[src/rtl/fpu_special_case_pipe_if.sv]
// rtl/fpu_special_case_pipe_if.sv - operand/result handshake bundle for the FPU special-case resolver
interface fpu_special_case_pipe_if #(
  parameter int EXP_W = 8,
  parameter int MAN_W = 23
) ();
  localparam int W = 1 + EXP_W + MAN_W;

  logic         in_valid;
  logic         in_ready;
  logic [W-1:0] x_op;
  logic [W-1:0] y_op;
  logic [W-1:0] z_op;
  logic [2:0]   op_type;
  logic [2:0]   rm;
  logic [W-1:0] normal_result;
  logic         normal_sign;
  logic         overflow;
  logic         underflow;
  logic         inexact;
  logic         out_valid;
  logic         out_ready;
  logic [W-1:0] result;
  logic [4:0]   flags;
  logic         fflags_clr;
  logic [4:0]   fflags_acc;

  modport master (
    output in_valid, x_op, y_op, z_op, op_type, rm,
    output normal_result, normal_sign, overflow, underflow, inexact,
    output out_ready, fflags_clr,
    input  in_ready, out_valid, result, flags, fflags_acc
  );

  modport slave (
    input  in_valid, x_op, y_op, z_op, op_type, rm,
    input  normal_result, normal_sign, overflow, underflow, inexact,
    input  out_ready, fflags_clr,
    output in_ready, out_valid, result, flags, fflags_acc
  );
endinterface

[src/rtl/fpu_special_case_pipe.sv]
// rtl/fpu_special_case_pipe.sv - two-stage IEEE 754 special-case resolver; FPU_SC_NAN_PAYLOAD_EN enables NaN payload propagation
module fpu_special_case_pipe #(
  parameter int EXP_W = 8,
  parameter int MAN_W = 23
) (
  input logic                   i_clk,
  input logic                   i_rst,
  fpu_special_case_pipe_if.slave io_bus
);
  localparam int W = 1 + EXP_W + MAN_W;
  localparam logic [2:0] OP_SUB = 3'b001;
  localparam logic [2:0] OP_MUL = 3'b010;
  localparam logic [2:0] OP_FMA = 3'b011;
  localparam logic [2:0] OP_FMS = 3'b100;
  localparam logic [2:0] RM_RTZ = 3'b001;
  localparam logic [2:0] RM_RDN = 3'b010;
  localparam logic [2:0] RM_RUP = 3'b011;
  localparam logic [W-1:0] QNAN = {1'b0, {EXP_W{1'b1}}, 1'b1, {(MAN_W-1){1'b0}}};

  // class bits: [3] zero, [2] inf, [1] nan (any), [0] signalling nan
  function automatic logic [3:0] classify(input logic [W-1:0] v);
    logic exp_ones, exp_zero, man_zero;
    exp_ones = &v[W-2:MAN_W];
    exp_zero = ~|v[W-2:MAN_W];
    man_zero = ~|v[MAN_W-1:0];
    return {exp_zero & man_zero, exp_ones & man_zero, exp_ones & !man_zero,
            exp_ones & !man_zero & !v[MAN_W-1]};
  endfunction

  function automatic logic [W-1:0] make_inf(input logic s);
    return {s, {EXP_W{1'b1}}, {MAN_W{1'b0}}};
  endfunction

  function automatic logic [W-1:0] make_max(input logic s);
    return {s, {(EXP_W-1){1'b1}}, 1'b0, {MAN_W{1'b1}}};
  endfunction

  logic         r_s1_valid, r_s2_valid;
  logic [3:0]   r_s1_cx, r_s1_cy;
  logic [2:0]   r_s1_cz;
  logic         r_s1_sx, r_s1_sy, r_s1_sz;
  logic [2:0]   r_s1_op, r_s1_rm;
  logic [W-1:0] r_s1_nres;
  logic         r_s1_nsign, r_s1_of, r_s1_uf, r_s1_nx;
  logic [W-1:0] r_s2_result;
  logic [4:0]   r_s2_flags;
  logic [4:0]   r_acc;

  logic         w_s2_adv, w_s1_adv, w_accept;
  logic [3:0]   w_cx, w_cy, w_cz;
  logic         w_is_fma, w_is_mul, w_is_add;
  logic         w_sy_eff, w_ps, w_sz_eff, w_prod_inf;
  logic         w_snan, w_nan, w_nv_struct, w_inf, w_inf_sign;
  logic [W-1:0] w_nan_res, w_res;
  logic [4:0]   w_flg;

  // S2 drains when empty or consumed; S1 may refill whenever it can move on
  assign w_s2_adv = !r_s2_valid || io_bus.out_ready;
  assign w_s1_adv = w_s2_adv || !r_s1_valid;
  assign w_accept = io_bus.in_valid && w_s1_adv;

  assign w_cx = classify(io_bus.x_op);
  assign w_cy = classify(io_bus.y_op);
  assign w_cz = classify(io_bus.z_op);

`ifdef FPU_SC_NAN_PAYLOAD_EN
  logic [W-1:0] w_nan_src, r_s1_nan_pl;
  // z can only be the source when x and y are not NaN, which only matters for FMA/FMS
  assign w_nan_src = w_cx[1] ? io_bus.x_op : (w_cy[1] ? io_bus.y_op : io_bus.z_op);
  // quieted copy of the first NaN operand, captured alongside the class bits
  always_ff @(posedge i_clk) begin
    if (w_accept) r_s1_nan_pl <= {w_nan_src[W-1:MAN_W], 1'b1, w_nan_src[MAN_W-2:0]};
  end
  assign w_nan_res = r_s1_nan_pl;
`else
  assign w_nan_res = QNAN;
`endif

  // stage 1: capture operand classes, signs and datapath status
  always_ff @(posedge i_clk) begin
    if (i_rst) begin
      r_s1_valid <= 1'b0;
    end else begin
      if (w_s1_adv) r_s1_valid <= io_bus.in_valid;
      if (w_accept) begin
        r_s1_cx    <= w_cx;
        r_s1_cy    <= w_cy;
        r_s1_cz    <= w_cz[2:0];
        r_s1_sx    <= io_bus.x_op[W-1];
        r_s1_sy    <= io_bus.y_op[W-1];
        r_s1_sz    <= io_bus.z_op[W-1];
        r_s1_op    <= io_bus.op_type;
        r_s1_rm    <= io_bus.rm;
        r_s1_nres  <= io_bus.normal_result;
        r_s1_nsign <= io_bus.normal_sign;
        r_s1_of    <= io_bus.overflow;
        r_s1_uf    <= io_bus.underflow;
        r_s1_nx    <= io_bus.inexact;
      end
    end
  end

  assign w_is_fma   = (r_s1_op == OP_FMA) || (r_s1_op == OP_FMS);
  assign w_is_mul   = (r_s1_op == OP_MUL);
  assign w_is_add   = !w_is_fma && !w_is_mul;
  assign w_sy_eff   = r_s1_sy ^ (r_s1_op == OP_SUB);
  assign w_ps       = r_s1_sx ^ r_s1_sy;
  assign w_sz_eff   = r_s1_sz ^ (r_s1_op == OP_FMS);
  assign w_prod_inf = r_s1_cx[2] | r_s1_cy[2];
  assign w_snan     = r_s1_cx[0] | r_s1_cy[0] | (w_is_fma & r_s1_cz[0]);
  assign w_nan      = r_s1_cx[1] | r_s1_cy[1] | (w_is_fma & r_s1_cz[1]);
  assign w_nv_struct =
      ((w_is_mul | w_is_fma) & ((r_s1_cx[3] & r_s1_cy[2]) | (r_s1_cx[2] & r_s1_cy[3])))
    | (w_is_add & r_s1_cx[2] & r_s1_cy[2] & (r_s1_sx ^ w_sy_eff))
    | (w_is_fma & w_prod_inf & !(r_s1_cx[3] | r_s1_cy[3]) & r_s1_cz[2] & (w_ps ^ w_sz_eff));
  assign w_inf      = w_prod_inf | (w_is_fma & r_s1_cz[2]);
  // for ADD/SUB the inf term is x or effective y; otherwise the product wins over the addend
  assign w_inf_sign = w_is_add ? (r_s1_cx[2] ? r_s1_sx : w_sy_eff)
                               : (w_prod_inf ? w_ps : w_sz_eff);

  // priority resolution: invalid, NaN, inf, overflow, underflow, normal
  always_comb begin
    w_res = r_s1_nres;
    w_flg = {4'b0000, r_s1_nx};
    if (w_nv_struct) begin
      w_res = QNAN;
      w_flg = 5'b10000;
    end else if (w_nan) begin
      w_res = w_nan_res;
      w_flg = {w_snan, 4'b0000};
    end else if (w_inf) begin
      w_res = make_inf(w_inf_sign);
      w_flg = 5'b00000;
    end else if (r_s1_of) begin
      w_flg = 5'b00101;
      case (r_s1_rm)
        RM_RTZ:  w_res = make_max(r_s1_nsign);
        RM_RDN:  w_res = r_s1_nsign ? make_inf(1'b1) : make_max(1'b0);
        RM_RUP:  w_res = r_s1_nsign ? make_max(1'b1) : make_inf(1'b0);
        default: w_res = make_inf(r_s1_nsign);
      endcase
    end else if (r_s1_uf) begin
      w_res = {r_s1_nsign, {(W-1){1'b0}}};
      w_flg = 5'b00011;
    end
  end

  // stage 2: hold result/flags until the consumer takes them
  always_ff @(posedge i_clk) begin
    if (i_rst) begin
      r_s2_valid  <= 1'b0;
      r_s2_result <= '0;
      r_s2_flags  <= '0;
    end else if (w_s2_adv) begin
      r_s2_valid <= r_s1_valid;
      if (r_s1_valid) begin
        r_s2_result <= w_res;
        r_s2_flags  <= w_flg;
      end
    end
  end

  // sticky flags: clear first, then OR in the flags of the op being accepted
  always_ff @(posedge i_clk) begin
    if (i_rst) r_acc <= '0;
    else r_acc <= (io_bus.fflags_clr ? 5'b00000 : r_acc)
                | ((r_s2_valid && io_bus.out_ready) ? r_s2_flags : 5'b00000);
  end

  assign io_bus.in_ready   = w_s1_adv;
  assign io_bus.out_valid  = r_s2_valid;
  assign io_bus.result     = r_s2_result;
  assign io_bus.flags      = r_s2_flags;
  assign io_bus.fflags_acc = r_acc;
endmodule
[src/flat_wrapper.sv]
// flat-port wrapper written by rule: the top's interface ports become plain ports
module fpu_special_case_pipe_flat 
#(
  parameter int EXP_W = 8,
  parameter int MAN_W = 23
)
  (i_clk, i_rst, io_bus_in_valid, io_bus_x_op, io_bus_y_op, io_bus_z_op, io_bus_op_type, io_bus_rm, io_bus_normal_result, io_bus_normal_sign, io_bus_overflow, io_bus_underflow, io_bus_inexact, io_bus_out_ready, io_bus_fflags_clr, io_bus_in_ready, io_bus_out_valid, io_bus_result, io_bus_flags, io_bus_fflags_acc);
  fpu_special_case_pipe_if #(.EXP_W(EXP_W), .MAN_W(MAN_W)) io_bus_i ();
  input logic i_clk;
  input logic i_rst;
  input wire logic [$bits(io_bus_i.in_valid)-1:0] io_bus_in_valid;
  input wire logic [$bits(io_bus_i.x_op)-1:0] io_bus_x_op;
  input wire logic [$bits(io_bus_i.y_op)-1:0] io_bus_y_op;
  input wire logic [$bits(io_bus_i.z_op)-1:0] io_bus_z_op;
  input wire logic [$bits(io_bus_i.op_type)-1:0] io_bus_op_type;
  input wire logic [$bits(io_bus_i.rm)-1:0] io_bus_rm;
  input wire logic [$bits(io_bus_i.normal_result)-1:0] io_bus_normal_result;
  input wire logic [$bits(io_bus_i.normal_sign)-1:0] io_bus_normal_sign;
  input wire logic [$bits(io_bus_i.overflow)-1:0] io_bus_overflow;
  input wire logic [$bits(io_bus_i.underflow)-1:0] io_bus_underflow;
  input wire logic [$bits(io_bus_i.inexact)-1:0] io_bus_inexact;
  input wire logic [$bits(io_bus_i.out_ready)-1:0] io_bus_out_ready;
  input wire logic [$bits(io_bus_i.fflags_clr)-1:0] io_bus_fflags_clr;
  output wire logic [$bits(io_bus_i.in_ready)-1:0] io_bus_in_ready;
  output wire logic [$bits(io_bus_i.out_valid)-1:0] io_bus_out_valid;
  output wire logic [$bits(io_bus_i.result)-1:0] io_bus_result;
  output wire logic [$bits(io_bus_i.flags)-1:0] io_bus_flags;
  output wire logic [$bits(io_bus_i.fflags_acc)-1:0] io_bus_fflags_acc;
  assign io_bus_i.in_valid = io_bus_in_valid;
  assign io_bus_i.x_op = io_bus_x_op;
  assign io_bus_i.y_op = io_bus_y_op;
  assign io_bus_i.z_op = io_bus_z_op;
  assign io_bus_i.op_type = io_bus_op_type;
  assign io_bus_i.rm = io_bus_rm;
  assign io_bus_i.normal_result = io_bus_normal_result;
  assign io_bus_i.normal_sign = io_bus_normal_sign;
  assign io_bus_i.overflow = io_bus_overflow;
  assign io_bus_i.underflow = io_bus_underflow;
  assign io_bus_i.inexact = io_bus_inexact;
  assign io_bus_i.out_ready = io_bus_out_ready;
  assign io_bus_i.fflags_clr = io_bus_fflags_clr;
  assign io_bus_in_ready = io_bus_i.in_ready;
  assign io_bus_out_valid = io_bus_i.out_valid;
  assign io_bus_result = io_bus_i.result;
  assign io_bus_flags = io_bus_i.flags;
  assign io_bus_fflags_acc = io_bus_i.fflags_acc;
  fpu_special_case_pipe #(.EXP_W(EXP_W), .MAN_W(MAN_W)) u_core (.i_clk(i_clk), .i_rst(i_rst), .io_bus(io_bus_i));
endmodule
[config.mk]
export PLATFORM = sky130hd
export DESIGN_NAME = fpu_special_case_pipe_flat
export DESIGN_NICKNAME = d
export VERILOG_FILES = /design/src/rtl/fpu_special_case_pipe_if.sv /design/src/rtl/fpu_special_case_pipe.sv /design/src/flat_wrapper.sv
export SDC_FILE = /design/constraint.sdc
export NUM_CORES = 1
export LEC_CHECK = 0
export BUFFER_PORTS_ARGS = -buffer_cell sky130_fd_sc_hd__clkbuf_2
export CORE_ASPECT_RATIO = 0.5
export CORE_UTILIZATION = 30
export CTS_CLUSTER_SIZE = 14
export DETAILED_ROUTE_END_ITERATION = 8
export PLACE_DENSITY = 0.61
export SYNTH_ARGS = -nofsm -noshare
export SYNTH_HDL_FRONTEND = slang
export SYNTH_SLANG_ARGS = --single-unit
[constraint.sdc]
create_clock -name i_clk -period 3.6 [get_ports i_clk]
set_input_delay 0.18 -clock i_clk [delete_from_list [all_inputs] [get_ports i_clk]]
set_output_delay 0.18 -clock i_clk [all_outputs]
set_load 0.01 [all_outputs]
# Word level (Yosys, flattened, before mapping)
# Cells that the tools add are included.
[op_classes] n_eq_ne=7 mux=18 bitwise_logic=42 n_reduce_logical=29
[ops] cell="$mux 32" count=7
[ops] cell="$pmux 32 s3" count=1
[ops] cell="$reduce_or 23->1" count=3
[ops] cell="$mux 5" count=6
[ops] cell="$and 1x1->1" count=24
[ops] cell="$reduce_and 8->1" count=3
[ops] cell="$reduce_or 8->1" count=2
[ops] cell="$logic_not 1->1" count=13
[ops] cell="$eq 3x2->1 const B" count=4
[ops] cell="$or 1x1->1" count=11
[ops] cell="$eq 3x1->1 const B" count=2
[ops] cell="$or 5x5->5" count=1
[ops] cell="$xor 1x1->1" count=5
[ops] cell="$reduce_and 2->1" count=2
[ops] cell="$eq 3x3->1 const B" count=1
[ops] cell="$logic_and 1x1->1" count=3
[ops] cell="$logic_or 1x1->1" count=3
[ops] cell="$mux 1" count=3
[ops] cell="$mux 2" count=1
[ops] cell="$not 1->1" count=1
[word_totals] ff_bits=100 in_bits=143 output_inout_bits=44 elab_cells=114

# Depth between registers and ports, before layout
# Gate-level depths: netlist (run 1).
[logic_depth] depth_word=10 depth_mapped=6 mapped_depth_nobuf=5

# Worst setup path before layout (run 1)
# No wires, ideal clock.
[synth_timing] kind="flip-flop to flip-flop" from="reg u_core.r_s2_valid (netlist: u_core.io_bus.out_valid)" to="reg u_core.r_s1_cx[0] (enable)" arrival_time_ns=2.085 required_ns=3.180 setup_slack_ns=1.095 stages_incl_launch_ff=4 path_buffers=0 cell_sequence="dfxtp_1 nor2b_1 nand2_1 and3_1"
[synth_via] elab_chain_cells=5
[synth_rtl] element="start: declaration" line_no="fpu_special_case_pipe.sv:38" rtl="logic r_s1_valid, r_s2_valid;"
[synth_rtl] element="start signal: assignment" line_no="fpu_special_case_pipe.sv:155" rtl="r_s2_valid <= r_s1_valid;"
[synth_rtl] element="$logic_not 1->1" line_no="fpu_special_case_pipe.sv:58" rtl="assign w_s2_adv = !r_s2_valid || io_bus.out_ready;"
[synth_rtl] element="$logic_or 1x1->1" line_no="fpu_special_case_pipe.sv:58"
[synth_rtl] element="$logic_or 1x1->1" line_no="fpu_special_case_pipe.sv:59" rtl="assign w_s1_adv = w_s2_adv || !r_s1_valid;"
[synth_rtl] element="via io_bus_in_ready" line_no="flat_wrapper.sv:24" rtl="output wire logic [$bits(io_bus_i.in_ready)-1:0] io_bus_in_ready;"
[synth_rtl] element="$logic_and 1x1->1" line_no="fpu_special_case_pipe.sv:60" rtl="assign w_accept = io_bus.in_valid && w_s1_adv;"
[synth_rtl] element="$reduce_and 2->1 (no line)"
[synth_rtl] element="end signal: assignment" line_no="fpu_special_case_pipe.sv:86" rtl="r_s1_cx <= w_cx;"
[synth_rtl] element="end: declaration" line_no="fpu_special_case_pipe.sv:39" rtl="logic [3:0] r_s1_cx, r_s1_cy;"
# The timed path passes the listed nets, and every way through them passes these cells.
# A chain may end at the register's enable or synchronous reset.

# Worst setup path in the final report (run 1)
[layout_timing] from="reg u_core.r_s1_op[2]" to="reg u_core.r_s2_result[26] (netlist: u_core.io_bus.result[26])"
[layout_via] elab_chain_cells=10 elab_cells_between_ends=30
[layout_rtl] element="start: declaration" line_no="fpu_special_case_pipe.sv:42" rtl="logic [2:0] r_s1_op, r_s1_rm;"
[layout_rtl] element="start signal: assignment" line_no="fpu_special_case_pipe.sv:92" rtl="r_s1_op <= io_bus.op_type;"
[layout_rtl] element="$eq 3x2->1 or $eq 3x3->1 (tied branches)" line_no="fpu_special_case_pipe.sv:103, fpu_special_case_pipe.sv:108"
[layout_rtl] element="$logic_or 1x1->1" line_no="fpu_special_case_pipe.sv:103" rtl="assign w_is_fma = (r_s1_op == OP_FMA) || (r_s1_op == OP_FMS);"
[layout_rtl] element="$logic_not 1->1" line_no="fpu_special_case_pipe.sv:105" rtl="assign w_is_add = !w_is_fma && !w_is_mul;"
[layout_rtl] element="$logic_and 1x1->1" line_no="fpu_special_case_pipe.sv:105"
[layout_rtl] element="$and 1x1->1 (3 in series)" line_no="fpu_special_case_pipe.sv:114" rtl="| (w_is_add & r_s1_cx[2] & r_s1_cy[2] & (r_s1_sx ^ w_sy_eff))"
[layout_rtl] element="$or 1x1->1" line_no="fpu_special_case_pipe.sv:114"
[layout_rtl] element="$or 1x1->1" line_no="fpu_special_case_pipe.sv:115" rtl="| (w_is_fma & w_prod_inf & !(r_s1_cx[3] | r_s1_cy[3]) & r_s1_cz[2] & (w_ps ^ w_sz_eff));"
[layout_rtl] element="$mux 32 (*)" line_no="fpu_special_case_pipe.sv:125" rtl="if (w_nv_struct) begin"
[layout_rtl] element="end signal: assignment" line_no="fpu_special_case_pipe.sv:157" rtl="r_s2_result <= w_res;"
[layout_rtl] element="end: declaration" line_no="fpu_special_case_pipe.sv:45" rtl="logic [W-1:0] r_s2_result;"
# Mark *: on every way between the ends. The rest lies on a longest branch, timed or not.

==> results of run 1 <==
-- power by group --
part           internal, W  switching [W]
registers          0.00123      0.0000244
logic             0.000115       0.000118
clock network     0.000537       0.000401
-- flip-flops by register name, summed over array words and instances (netlist names), 3 cells and up --
signal                    count
u_core.r_s1_nres             32
u_core.io_bus.flags           4
u_core.r_s1_cz                3
u_core.io_bus.result         32
u_core.r_s1_cx                4
u_core.r_s1_rm                3
u_core.r_s1_op                3
u_core.io_bus.fflags_acc      4
u_core.r_s1_cy                4
-- synthesized netlist by cell type (5+ instances only) --
| cell | n |
|---|---|
| a21oi_1 | 6 |
| edfxtp_1 | 56 |
| inv_1 | 5 |
| clkbuf_1 | 14 |
| nand2_1 | 8 |
| a21o_1 | 25 |
| nor3_1 | 12 |
| nand2b_1 | 9 |
| nor4_1 | 21 |
| nor2_1 | 44 |
| a21oi_2 | 7 |
| a32oi_1 | 27 |
| dfxtp_1 | 42 |
| nand4_1 | 9 |
| o21ai_0 | 11 |
-- what timing repair did --
action                                 CTS  global route
setup endpoints to repair                0             0
endpoints found under the hold margin    3             4
setup buffers                            0             0
hold buffers                             3             4
-- cell type report --
type | count | share of cell area (%)
clock inverters | 7 | 1.223
clock buffers | 9 | 4.076
multi-input cells | 222 | 26.11
inverters | 5 | 0.3397
repair buffers | 197 | 18.75
well taps | 170 | 3.850
flip-flops and latches | 98 | 45.65
-- stage by stage --
step	instance area [um2]	power (W)	instances
5_1_grt	5525	0.002513	708
4_1_cts	5485	0.002447	704
3_3_place_gp	5162	0.001502	685
2_1_floorplan	4085	0.001379	347
6_report	5525	0.002422	708
3_5_place_dp	5162	0.001506	685
-- worst paths after layout --
check,to,slack [ns],depth (start not counted),startpoint
max,u_core.io_bus.result[26],1.35,6,u_core.r_s1_op[2]
min,u_core.r_s1_nres[0],0.01,1,io_bus_normal_result[0]
max reg2reg,u_core.io_bus.result[26],1.35,6,u_core.r_s1_op[2]
min reg2reg,u_core.io_bus.result[31],0.48,2,u_core.io_bus.result[31]
-- metal layers --
layer / GRT usage, % / vias to the layer above / part of all wire, %
met1: 18.11 / 1616 / 44
met2: 25.94 / 110 / 49
met3: 3.630 / 15 / 5.5
met5: 0 / - / 0
met4: 4.798 / 0 / 1.3
li1: - / 1700 / -
-- worst reg2reg max path: cells and delay by family (launching register included) --
family                 cells  cell delay [ns]
AOI/OAI and AO/OA          2             0.44
buffers and inverters      1             0.35
DFF                        1             0.48
and+or+nand+nor            3             0.85
-- cells by family after synthesis --
family,count (synthesis),synth area share (%)
DFF,98,61.80
other,1,0.09188
muxes,1,0.2453
and+or+nand+nor,122,15.45
xor gates and xnor gates,4,1.196
AOI/OAI and AO/OA,93,17.90
buffers and inverters,27,3.311
==> impl_metrics.yaml, run 1 <==
power:
  power_density_nw_per_um2: 438.4
  irDropWorstVdd_mv: 0.2292
  p_leak_nw: 2.448
final_layout:
  final_cell_mix: "clkbuf_2, edfxtp_1, nor2_1"
  antenna_cells: 0
  seq_area_um2: 2522
  fill_cells: 1233
  layout.nets: 676
  area_growth_pct: 35.38
  drive_gt1_share_pct: 42.19
  final_common_cell: "clkbuf_2"
  final_util_pct: 42.65
  multi_input_area_um2: 1443
cts:
  cts_tree: "yes"
  cts_buffers: 9
  htreeDepth: 3
  clockRootBuffer: "clkbuf_16"
  cts-resized-gates: 0
  path_clk_slew_ns: 0.07
  clock_path_buffers: 2
  cts_num_sinks: 98
  clk-insertion-delay-late_ns: 0.34
die:
  core-area_um2: 12950
  die_w_um: 167.0
  num_io_pins: 187
  dieArea_um2: 14100
  num_rows: 29
  fp.dieH_um: 84.48
  start_util_pct: 31.51
route:
  drc_errors: 0
  viasPerCell: 4.860
  vias: 3441
  wl_per_cell_um: 15.00
  ant_nets: 0
  first_pass_iters: 4
  wirelength_mm: 10.62
  drt-initial-drc-count: 158
timing:
  setup_slack_ns: 1.353
  clock.fmax_mhz: 445.0
  fin_crit_sh_pct: 62.43
  drv_slew: 0
  slew_headroom_pct: 34.38
  whs_ns: 0.01132
  rsz0062_at_grt: "no"
  finalHoldViolations: 0
  skew_ns: 0.007912
  tightestPinTransition_ns: 0.9842
  post-route-min-period_ns: 2.247
  setup_viol: 0
  tns_ns: 0
hold_path:
  hold_class: "primary input to flop"
worst_setup_path:
  startpoint_type: "flop"
  cp_max_fo: 27
  cp.arrival_ns: 2.46
  critPathTopFamily: "simple AND/OR/NAND/NOR gates"
  max_stage_delay_ns: 0.48
  crit_buf_inv: 1
  worstPathRequired_ns: 3.81
  crit_type: "flop to flop"
  worstPathCellList: "or3b_4, nand2_2, a2111oi_4, buf_4, and2_1, a21oi_2"
  crit_path_end_kind: "flop"
  slowest_stage: "edfxtp_1"
status:
  outcome: "finished, final reports clean"
yosys:
  synth_top_cell_area_share_pct: 41.20
  synth-async-reset-ratio_pct: 0
  synthCells: 346
  synthTopCellsByArea: "edfxtp_1, dfxtp_1, a32oi_1"
  ys.flop_type: "edfxtp_1"
  yosysTopAreaCell: "edfxtp_1"
  yosysUniqueCellTypes: 48
  syn-cell-area_um2: 4081
  yosys_warnings: 0
  synth.avg_cell_area_um2: 11.80
  synth_seq_cells: 98
  yosysSeqAreaShare_pct: 61.80
  synth_edf_count: 56
global_route:
  grt_pass1_vias: 3272
  gr-total-overflow: 0
  grt_use_total_pct: 14.84
  grt_first_pass_wirelength_mm: 16.11
  grt_max_degree: 49
  antenna_found_initial: 0
placed_design:
  dp_slack_ns: 1.361
  place.gp.congestion: 0.7598
  io_buffer_count: 184
  dp_hpwl_mm: 7.961
run:
  cap_violations: 0
Note: power is estimated with default switching activity, not from simulation.
==> run 2, diff against run 1 <==
--- a/config.mk
+++ b/config.mk
@@ -10,7 +10,7 @@
 export CORE_UTILIZATION = 30
 export CTS_CLUSTER_SIZE = 14
 export DETAILED_ROUTE_END_ITERATION = 8
-export PLACE_DENSITY = 0.61
+export PLACE_DENSITY = 0.63
 export SYNTH_ARGS = -nofsm -noshare
 export SYNTH_HDL_FRONTEND = slang
 export SYNTH_SLANG_ARGS = --single-unit
==> constraint.sdc (replaced) <==
create_clock -name i_clk -period 1.9 [get_ports i_clk]
set_input_delay 0.095 -clock i_clk [delete_from_list [all_inputs] [get_ports i_clk]]
set_output_delay 0.095 -clock i_clk [all_outputs]
set_load 0.01 [all_outputs]
==> run 2 against run 1 <==
Effect of this change: hold slack better by 0.053 ns; die area stayed put; sequential share of layout area is 3.9 points lower; critical endpoint is now u_core.io_bus.result[7]; routed wire length is 5.0% higher; largest cell class unchanged; power is 97% higher; cell count is 6.9% higher; clock-buffer cell count is 2 higher; cell area is 9.3% higher.
==> impl_metrics.yaml, run 2 (synthesis results as in run 1) <==
status:
  outcome: "finished, final reports clean"
die:
  dieArea_um2: 14100
  start_util_pct: 31.51
  num_io_pins: 187
  core-area_um2: 12950
  fp.dieH_um: 84.48
  num_rows: 29
  die_w_um: 167.0
worst_setup_path:
  slowest_stage: "edfxtp_1"
  max_stage_delay_ns: 0.48
  worstReg2RegStart: "u_core.r_s1_op[1]"
  worstPathRequired_ns: 2.12
  cp_max_fo: 11
  crit_type: "flop to flop"
  cp.arrival_ns: 2.01
  crit_path_end_kind: "flop"
  critPathLaunch: "u_core.r_s1_op[1]"
  worstPathCellList: "or3b_4, a21boi_4, a2111oi_4, buf_4, a32oi_1, nor2_1"
  startpoint_type: "flop"
timing:
  setup_viol: 0
  clock.fmax_mhz: 559.2
  fin_crit_sh_pct: 94.13
  tightestPinTransition_ns: 0.5550
  post-route-min-period_ns: 1.788
  finalHoldViolations: 0
  slew_headroom_pct: 62.66
  drv_slew: 0
  skew_ns: 0.007371
route:
  first_pass_iters: 4
  ant_nets: 0
  drc_errors: 0
  wirelength_mm: 11.15
  viasPerCell: 4.801
  vias: 3634
  drt-initial-drc-count: 153
  wl_per_cell_um: 14.73
cts:
  cts_tree: "yes"
  path_clk_slew_ns: 0.07
  clk-insertion-delay-late_ns: 0.34
  clock_path_buffers: 2
  cts_num_sinks: 98
  htreeDepth: 3
  cts_buffers: 9
  clockRootBuffer: "clkbuf_16"
global_route:
  grt_first_pass_wirelength_mm: 17.64
  antenna_found_initial: 0
  gr-total-overflow: 0
  grt_use_total_pct: 16.09
  grt_max_degree: 41
  grt_pass1_vias: 3583
final_layout:
  antenna_cells: 0
  fin_area_um2: 6038
  seq_area_um2: 2522
  multi_input_area_um2: 1454
  final_common_cell: "clkbuf_2"
  fill_cells: 1200
  drive_gt1_share_pct: 40.72
  final_cell_mix: "clkbuf_2, edfxtp_1, dlygate4sd3_1"
  layout.nets: 725
  area_growth_pct: 47.95
hold_path:
  hold_class: "primary input to flop"
  min-delay-start: "io_bus_y_op[22]"
power:
  p_total_w: 0.004764
  p_leak_nw: 2.670
  irDropWorstVdd_mv: 0.4633
  power_density_nw_per_um2: 788.9
placed_design:
  place.gp.congestion: 0.8416
  place_area_um2: 5243
  io_buffer_count: 184
  dp_hpwl_mm: 8.068
run:
  cap_violations: 0
==> run 2: changes by cell type in the layout (fill, tap and decap cells not counted) <==
cell,delta
dlygate4sd3_1,+39
buf_6,+1
a21boi_4,+1
buf_4,+8
and2_2,+1
a21boi_2,-1
buf_12,+1
clkinv_2,-3
clkinvlp_4,+1
clkbuf_8,+2
and2_1,-1
nor2b_2,+1
nor2b_1,-1
==> run 2: timing repair <==
item | in CTS | in global routing
hold endpoints to repair | 46 | 0
gates resized for setup | 0 | 4
buffers inserted | 0 | 1
endpoints found under the setup margin | 0 | 87
hold buffers | 46 | 0
==> run 2: per-stage QoR <==
step	cells	worst slack (ns)	util, %	TNS [ns]	hold WS (ns)
after floorplan	347	0.009375	-	0	0.1939
after global placement	694	0.1056	40.47	0	0.2721
after detailed placement	694	0.05212	40.47	0	0.2736
after CTS	756	0.02480	46.44	0	0.05385
after global routing	757	-0.01621	46.61	-0.01621	0.07804
final	757	0.1116	46.61	0	0.06412
==> run 2: final cells by class <==
type	instances	share of cell area [%]
sequential	98	41.77
timing repair buffer	246	25.13
multi-input combinational	222	24.08
clock buffer	11	4.186
tap	170	3.523
clock inverter	5	0.9946
inverter	5	0.3108
==> run 2: worst max-delay path: cells and delay by family (launching register included) <==
kind	cells	cell delay (ns)
AOI/OAI and AO/OA	3	0.47
buffers and inverters	1	0.20
DFF	1	0.48
and+or+nand+nor	2	0.52
==> run 2: per-layer routing <==
metal  GRT usage [%]  share of wire, %  wire [um]
met5               0                 0          0
met4           5.303               1.5        167
met3           3.819               4.6        516
met2           28.57                50       5627
met1           19.30                43       4844
==> run 2: power by group <==
group | internal [W] | switching [W] | leakage, nW | total [W]
clock | 0.00110 | 0.000768 | 0.152 | 0.00186
sequential | 0.00233 | 0.0000451 | 0.884 | 0.00237
combinational | 0.000284 | 0.000245 | 1.63 | 0.000529
total | 0.00371 | 0.00106 | 2.67 | 0.00476
==> run 2: final timing paths <==
kind,endpoint,slack [ns],depth (start not counted)
hold reg to reg,u_core.io_bus.result[31],0.47,2
setup reg to reg,u_core.io_bus.result[7],0.11,6
hold / removal,u_core.r_s1_cy[0],0.06,2
setup / recovery,u_core.io_bus.result[7],0.11,6
